`src/rtl/mux_pipe_pkg.sv`:
```
// Shared definitions for the registered N:1 selector: state encoding and select-width helper.
package mux_pipe_pkg;

  typedef enum logic [1:0] {
    ST_EMPTY = 2'd0,
    ST_ONE   = 2'd1,
    ST_TWO   = 2'd2
  } state_e;

  // Bits needed to encode n selects, never less than one so a 2:1 still gets a real select line.
  function automatic int clog2Min1(input int n);
    int w;
    w = 1;
    for (int i = 1; i < 32; i++) begin
      if ((1 << i) < n) w = i + 1;
    end
    return w;
  endfunction

endpackage

```
`src/rtl/mux_sel_n.sv`:
```
// Combinational N:1 selector; out-of-range selects give zero data and raise err_o.
module mux_sel_n
  import mux_pipe_pkg::*;
#(
  parameter int NUM_IN = 4,
  parameter int WIDTH  = 32,
  localparam int SEL_W = clog2Min1(NUM_IN)
) (
  input  logic [NUM_IN*WIDTH-1:0] in_data_i,
  input  logic [SEL_W-1:0]        sel_i,
  output logic [WIDTH-1:0]        data_o,
  output logic                    err_o
);

  // Scan every legal input; a select that matches none of them is the error case.
  always_comb begin
    data_o = '0;
    err_o  = 1'b1;
    for (int k = 0; k < NUM_IN; k++) begin
      if (sel_i == SEL_W'(k)) begin
        data_o = in_data_i[k*WIDTH +: WIDTH];
        err_o  = 1'b0;
      end
    end
  end

endmodule

```
`src/rtl/mux_pipe.sv`:
```
// Registered N:1 selector with valid/ready on both sides. A main register plus one
// skid entry let in_ready be a flop while still sustaining one beat per cycle.
module mux_pipe
  import mux_pipe_pkg::*;
#(
  parameter int NUM_IN    = 4,
  parameter int WIDTH     = 32,
  parameter int ERR_CNT_W = 8,
  localparam int SEL_W    = clog2Min1(NUM_IN)
) (
  input  logic                    clk,
  input  logic                    rst_n,
  input  logic                    in_valid,
  output logic                    in_ready,
  input  logic [SEL_W-1:0]        in_sel,
  input  logic [NUM_IN*WIDTH-1:0] in_data,
  output logic                    out_valid,
  input  logic                    out_ready,
  output logic [WIDTH-1:0]        out_data,
  output logic [SEL_W-1:0]        out_sel,
  output logic                    out_err,
  output logic [ERR_CNT_W-1:0]    err_count
);

  state_e               state_q, state_d;
  logic                 inReady_q;
  logic [WIDTH-1:0]     mainData_q, skidData_q;
  logic [SEL_W-1:0]     mainSel_q, skidSel_q;
  logic                 mainErr_q, skidErr_q;
  logic [ERR_CNT_W-1:0] errCnt_q;

  logic [WIDTH-1:0]     selData;
  logic                 selErr;
  logic                 accept;
  logic                 loadMainIn, loadMainSkid, loadSkid;

  mux_sel_n #(
    .NUM_IN (NUM_IN),
    .WIDTH  (WIDTH)
  ) u_sel (
    .in_data_i (in_data),
    .sel_i     (in_sel),
    .data_o    (selData),
    .err_o     (selErr)
  );

  assign accept    = in_valid & inReady_q;
  assign in_ready  = inReady_q;
  assign out_valid = (state_q != ST_EMPTY);
  assign out_data  = mainData_q;
  assign out_sel   = mainSel_q;
  assign out_err   = mainErr_q;
  assign err_count = errCnt_q;

  // State register; in_ready is derived from the next state so TWO is never entered with ready still high.
  always_ff @(posedge clk) begin
    if (!rst_n) begin
      state_q   <= ST_EMPTY;
      inReady_q <= 1'b0;
    end else begin
      state_q   <= state_d;
      inReady_q <= (state_d != ST_TWO);
    end
  end

  // Occupancy transitions: accepts add a beat, output transfers remove one.
  always_comb begin
    state_d = state_q;
    case (state_q)
      ST_EMPTY: if (accept) state_d = ST_ONE;
      ST_ONE: begin
        if (out_ready) state_d = accept ? ST_ONE : ST_EMPTY;
        else if (accept) state_d = ST_TWO;
      end
      ST_TWO: if (out_ready) state_d = ST_ONE;
      default: state_d = ST_EMPTY;
    endcase
  end

  // Steer the incoming beat into main or skid, and refill main from skid when it drains.
  always_comb begin
    loadMainIn   = 1'b0;
    loadMainSkid = 1'b0;
    loadSkid     = 1'b0;
    case (state_q)
      ST_EMPTY: loadMainIn = accept;
      ST_ONE: begin
        if (out_ready) loadMainIn = accept;
        else loadSkid = accept;
      end
      ST_TWO: loadMainSkid = out_ready;
      default: ;
    endcase
  end

  // Main (output) and skid beat registers; main only changes when empty or draining, so outputs hold under stall.
  always_ff @(posedge clk) begin
    if (!rst_n) begin
      mainData_q <= '0;
      mainSel_q  <= '0;
      mainErr_q  <= 1'b0;
      skidData_q <= '0;
      skidSel_q  <= '0;
      skidErr_q  <= 1'b0;
    end else begin
      if (loadMainIn) begin
        mainData_q <= selData;
        mainSel_q  <= in_sel;
        mainErr_q  <= selErr;
      end else if (loadMainSkid) begin
        mainData_q <= skidData_q;
        mainSel_q  <= skidSel_q;
        mainErr_q  <= skidErr_q;
      end
      if (loadSkid) begin
        skidData_q <= selData;
        skidSel_q  <= in_sel;
        skidErr_q  <= selErr;
      end
    end
  end

  // Saturating count of bad selects, taken when the beat is accepted rather than when it leaves.
  always_ff @(posedge clk) begin
    if (!rst_n) begin
      errCnt_q <= '0;
    end else if (accept && selErr && (errCnt_q != '1)) begin
      errCnt_q <= errCnt_q + 1'b1;
    end
  end

endmodule

```
`config.mk`:
```
export PLATFORM = sky130hd
export DESIGN_NAME = mux_pipe
export DESIGN_NICKNAME = d
export VERILOG_FILES = /design/src/rtl/mux_pipe_pkg.sv /design/src/rtl/mux_sel_n.sv /design/src/rtl/mux_pipe.sv
export SDC_FILE = /design/constraint.sdc
export NUM_CORES = 1
export LEC_CHECK = 0
export CAP_MARGIN = 20
export CORE_MARGIN = 4
export CORE_UTILIZATION = 48
export CTS_CLUSTER_DIAMETER = 200
export CTS_CLUSTER_SIZE = 40
export DETAILED_ROUTE_END_ITERATION = 6
export PLACE_DENSITY_LB_ADDON = 0.25
export SETUP_SLACK_MARGIN = 0.3
export SKIP_LAST_GASP = 1
export SYNTH_ARGS = -nofsm -noshare
export SYNTH_HDL_FRONTEND = slang
export SYNTH_SLANG_ARGS = --single-unit
export TNS_END_PERCENT = 5
```
`constraint.sdc`:
```
create_clock -name clk -period 2.7 [get_ports clk]
set_clock_uncertainty 0.1 [all_clocks]
set_input_delay 0.54 -clock clk [delete_from_list [all_inputs] [get_ports clk]]
set_output_delay 0.54 -clock clk [all_outputs]
set_load 0.005 [all_outputs]
```
==> results.yml, run 1 <==
sta:
  tns_ns: 0
  rsz0062_at_grt: "true"
  fin_ws_ns: 0.3793
  final-hold-violation-count: 0
  slew_viol_final: 0
  max_clock_freq_mhz: 430.9
  worstMarginPinSlew_ns: 0.5639
  slew_headroom: 0.6241
  period_share: 0.8595
  layout_min_cycle_time_ns: 2.321
  finalSetupViolCount: 0
layout:
  layout_common_cells: "clkdlybuf4s50_1, nand2_1, dfxtp_1"
  seqCellArea_mm2: 0.002823
  fin_area_mm2: 0.009746
  final_util: 0.7330
  fin_nets: 1065
  fillers: 923
  diodes: 0
  areaGrowthSynthToFinish_pct: 48.96
  multi_input_area_mm2: 0.003383
  drive_gt1_frac: 0.1227
  layout_commonest_cell: "clkdlybuf4s50_1"
critical_path:
  cp.required_ns: 2.92
  cpMaxStageDelayCell: "clkdlybuf4s50_1"
  cp_slowest_stage_delay_ns: 0.46
  end_kind: "register"
  cp-start-kind: "input port"
  cp_max_fo: 33
  r2r_cells: 6
  path_cells: "clkdlybuf4s50_1, nor4_1, buf_4, and4_1, nand3_4, o21ai_0"
  worstPathArrival_ns: 2.54
  path_class: "input port to register"
die:
  fp.dieArea_mm2: 0.01556
  core.rowCount: 42
  core_area_mm2: 0.01330
  start_util: 0.4921
  ios: 239
  die_height_um: 124.8
  die_width_um: 124.8
drt:
  num_vias: 6183
  drt_pass1_iterations: 5
  drc_errors: 0
  post_drt_wl_per_cell_um: 17.75
  via_per_inst: 5.678
  drt-initial-drc-count: 388
  drtAntennaViolNets: 0
  drt_wl_total_um: 19330
synth:
  yosys.area.top_type: "dfxtp_1"
  netlist_instances: 682
  synth-seq-area-share: 0.4314
  ys_warn_count: 0
  ys_types: 46
  synth_enable_flop_cells: 0
  syn_area_per_cell_um2: 9.593
  ys_ff_latch: 141
  synth_top_cell_area_share: 0.4314
  synth_area_mm2: 0.006543
  async_flop_share: 0
  synthFlopType: "dfxtp_1"
  syn-num-nets: 847
  ys_top_cells_by_area: "dfxtp_1, mux4_2, nand2_1"
clocking:
  cts_made_buffers: 17
  clock-root-buffer: "clkbuf_16"
  ctsHoldBuffers: 0
  ctsLongestPathBuffers: 2
  ctsResizeCount: 0
  htreeDepth: 4
  postCtsSetupRepairBufs: 0
  path_clk_slew_ns: 0.06
  cts_tree: "yes"
  insertion_delay_ns: 0.41
  clock_sinks: 141
power_and_ir_drop:
  ir_drop_uv: 598.8
  p_total_mw: 5.610
  cellPowerDensity_mw_per_mm2: 575.6
  power_leakage_nw: 3.340
job:
  maxCapViolCount: 0
hold_path:
  hold_class: "register to register"
  whs_path_depth: 2
placed_design:
  place_hpwl_um: 13880
  place_ws_ns: -0.04393
  portBuffers: 238
  dpl_cell_area_mm2: 0.009062
  gp_congestion: 0.8226
global_routing:
  grt_max_degree: 55
  grt.total_usage: 0.2452
  grt_pass1_vias: 6376
  overflow: 0
  grt_pass1_wl_um: 31330
  antenna_found_initial: 0
status:
  outcome: "completed"
==> final cells by class <==
class,count,area share
Tap cell,176,0.02260
Sequential cell,141,0.2896
Clock buffer,22,0.04866
Inverter,3,0.001155
Multi-Input combinational cell,477,0.3472
Timing Repair Buffer,260,0.2694
Clock inverter,10,0.02144
==> stage by stage <==
step | cells | hold WS, ns
after floorplan | 682 | 0.3249
after global placement | 1057 | 0.3326
after detailed placement | 1057 | 0.3443
after CTS | 1089 | 0.3540
after global routing | 1089 | 0.3665
final | 1089 | 0.3527
==> synthesized netlist by cell type (2+ instances only) <==
library cell	count
buf_2	26
and4_1	2
nor2_2	2
o21ai_1	2
buf_12	3
o21ai_0	52
nand3_1	14
nand4_1	2
nand2_1	153
a21oi_1	38
nor3_1	32
buf_4	5
a32oi_1	22
nand3_4	2
o211ai_1	10
mux4_2	32
clkbuf_1	19
a211oi_1	25
inv_1	3
dfxtp_1	141
buf_1	8
a211oi_2	10
nor4_1	7
o21bai_1	2
nor2_1	3
mux2i_1	40
nand2b_1	8
==> power breakdown <==
| group | internal [mW] | switching [mW] |
|---|---|---|
| registers | 2.14 | 0.0357 |
| logic | 0.478 | 0.316 |
| clock network | 1.81 | 0.838 |
==> state kept, by name (all words and copies together) (netlist names) <==
signal and flops:
out_sel 32, skidData_q 32, skidErr_q 1, state_q 2, in_ready 1, out_err 1, err_count 8, out_data 32
skidSel_q 32
==> final timing paths <==
check	from	end	slack, ns
worst max register to register	in_ready	out_data[22]	0.90
worst max-delay path	in_sel[26]	skidData_q[29]	0.38
worst min register to register	skidSel_q[13]	skidSel_q[13]	0.35
worst min-delay path	skidSel_q[13]	skidSel_q[13]	0.35
==> per-layer routing <==
metal / wire length (um) / part of all wire / global-route usage / up-vias
li1: - / - / - / 2942
met1: 7538 / 0.39 / 0.2769 / 2933
met2: 9969 / 0.52 / 0.4396 / 278
met3: 1401 / 0.072 / 0.07118 / 30
met4: 416 / 0.022 / 0.08575 / 0
met5: 0 / 0 / 0 / -
==> worst max-delay path, delay by kind of cell <==
family,cells,cell delay [ns]
buffers and inverters,2,0.62
AOI/OAI and AO/OA,1,0.32
and+or+nand+nor,3,1.05
==> cells by family after synthesis <==
| group | count (synthesis) | share of synthesized area |
|---|---|---|
| DFF | 141 | 0.4314 |
| adders and majority gates | 1 | 0.001912 |
| AOI/OAI and AO/OA | 170 | 0.1771 |
| muxes | 72 | 0.1714 |
| buffers and inverters | 64 | 0.05202 |
| and+or+nand+nor | 234 | 0.1662 |
(Power assumes the default switching activity.)
==> run 2, diff against run 1 <==
CAP_MARGIN = default   (was 20)
==> results of run 2 <==
The final DEF is identical to that of run 1; final timing and power are the same.
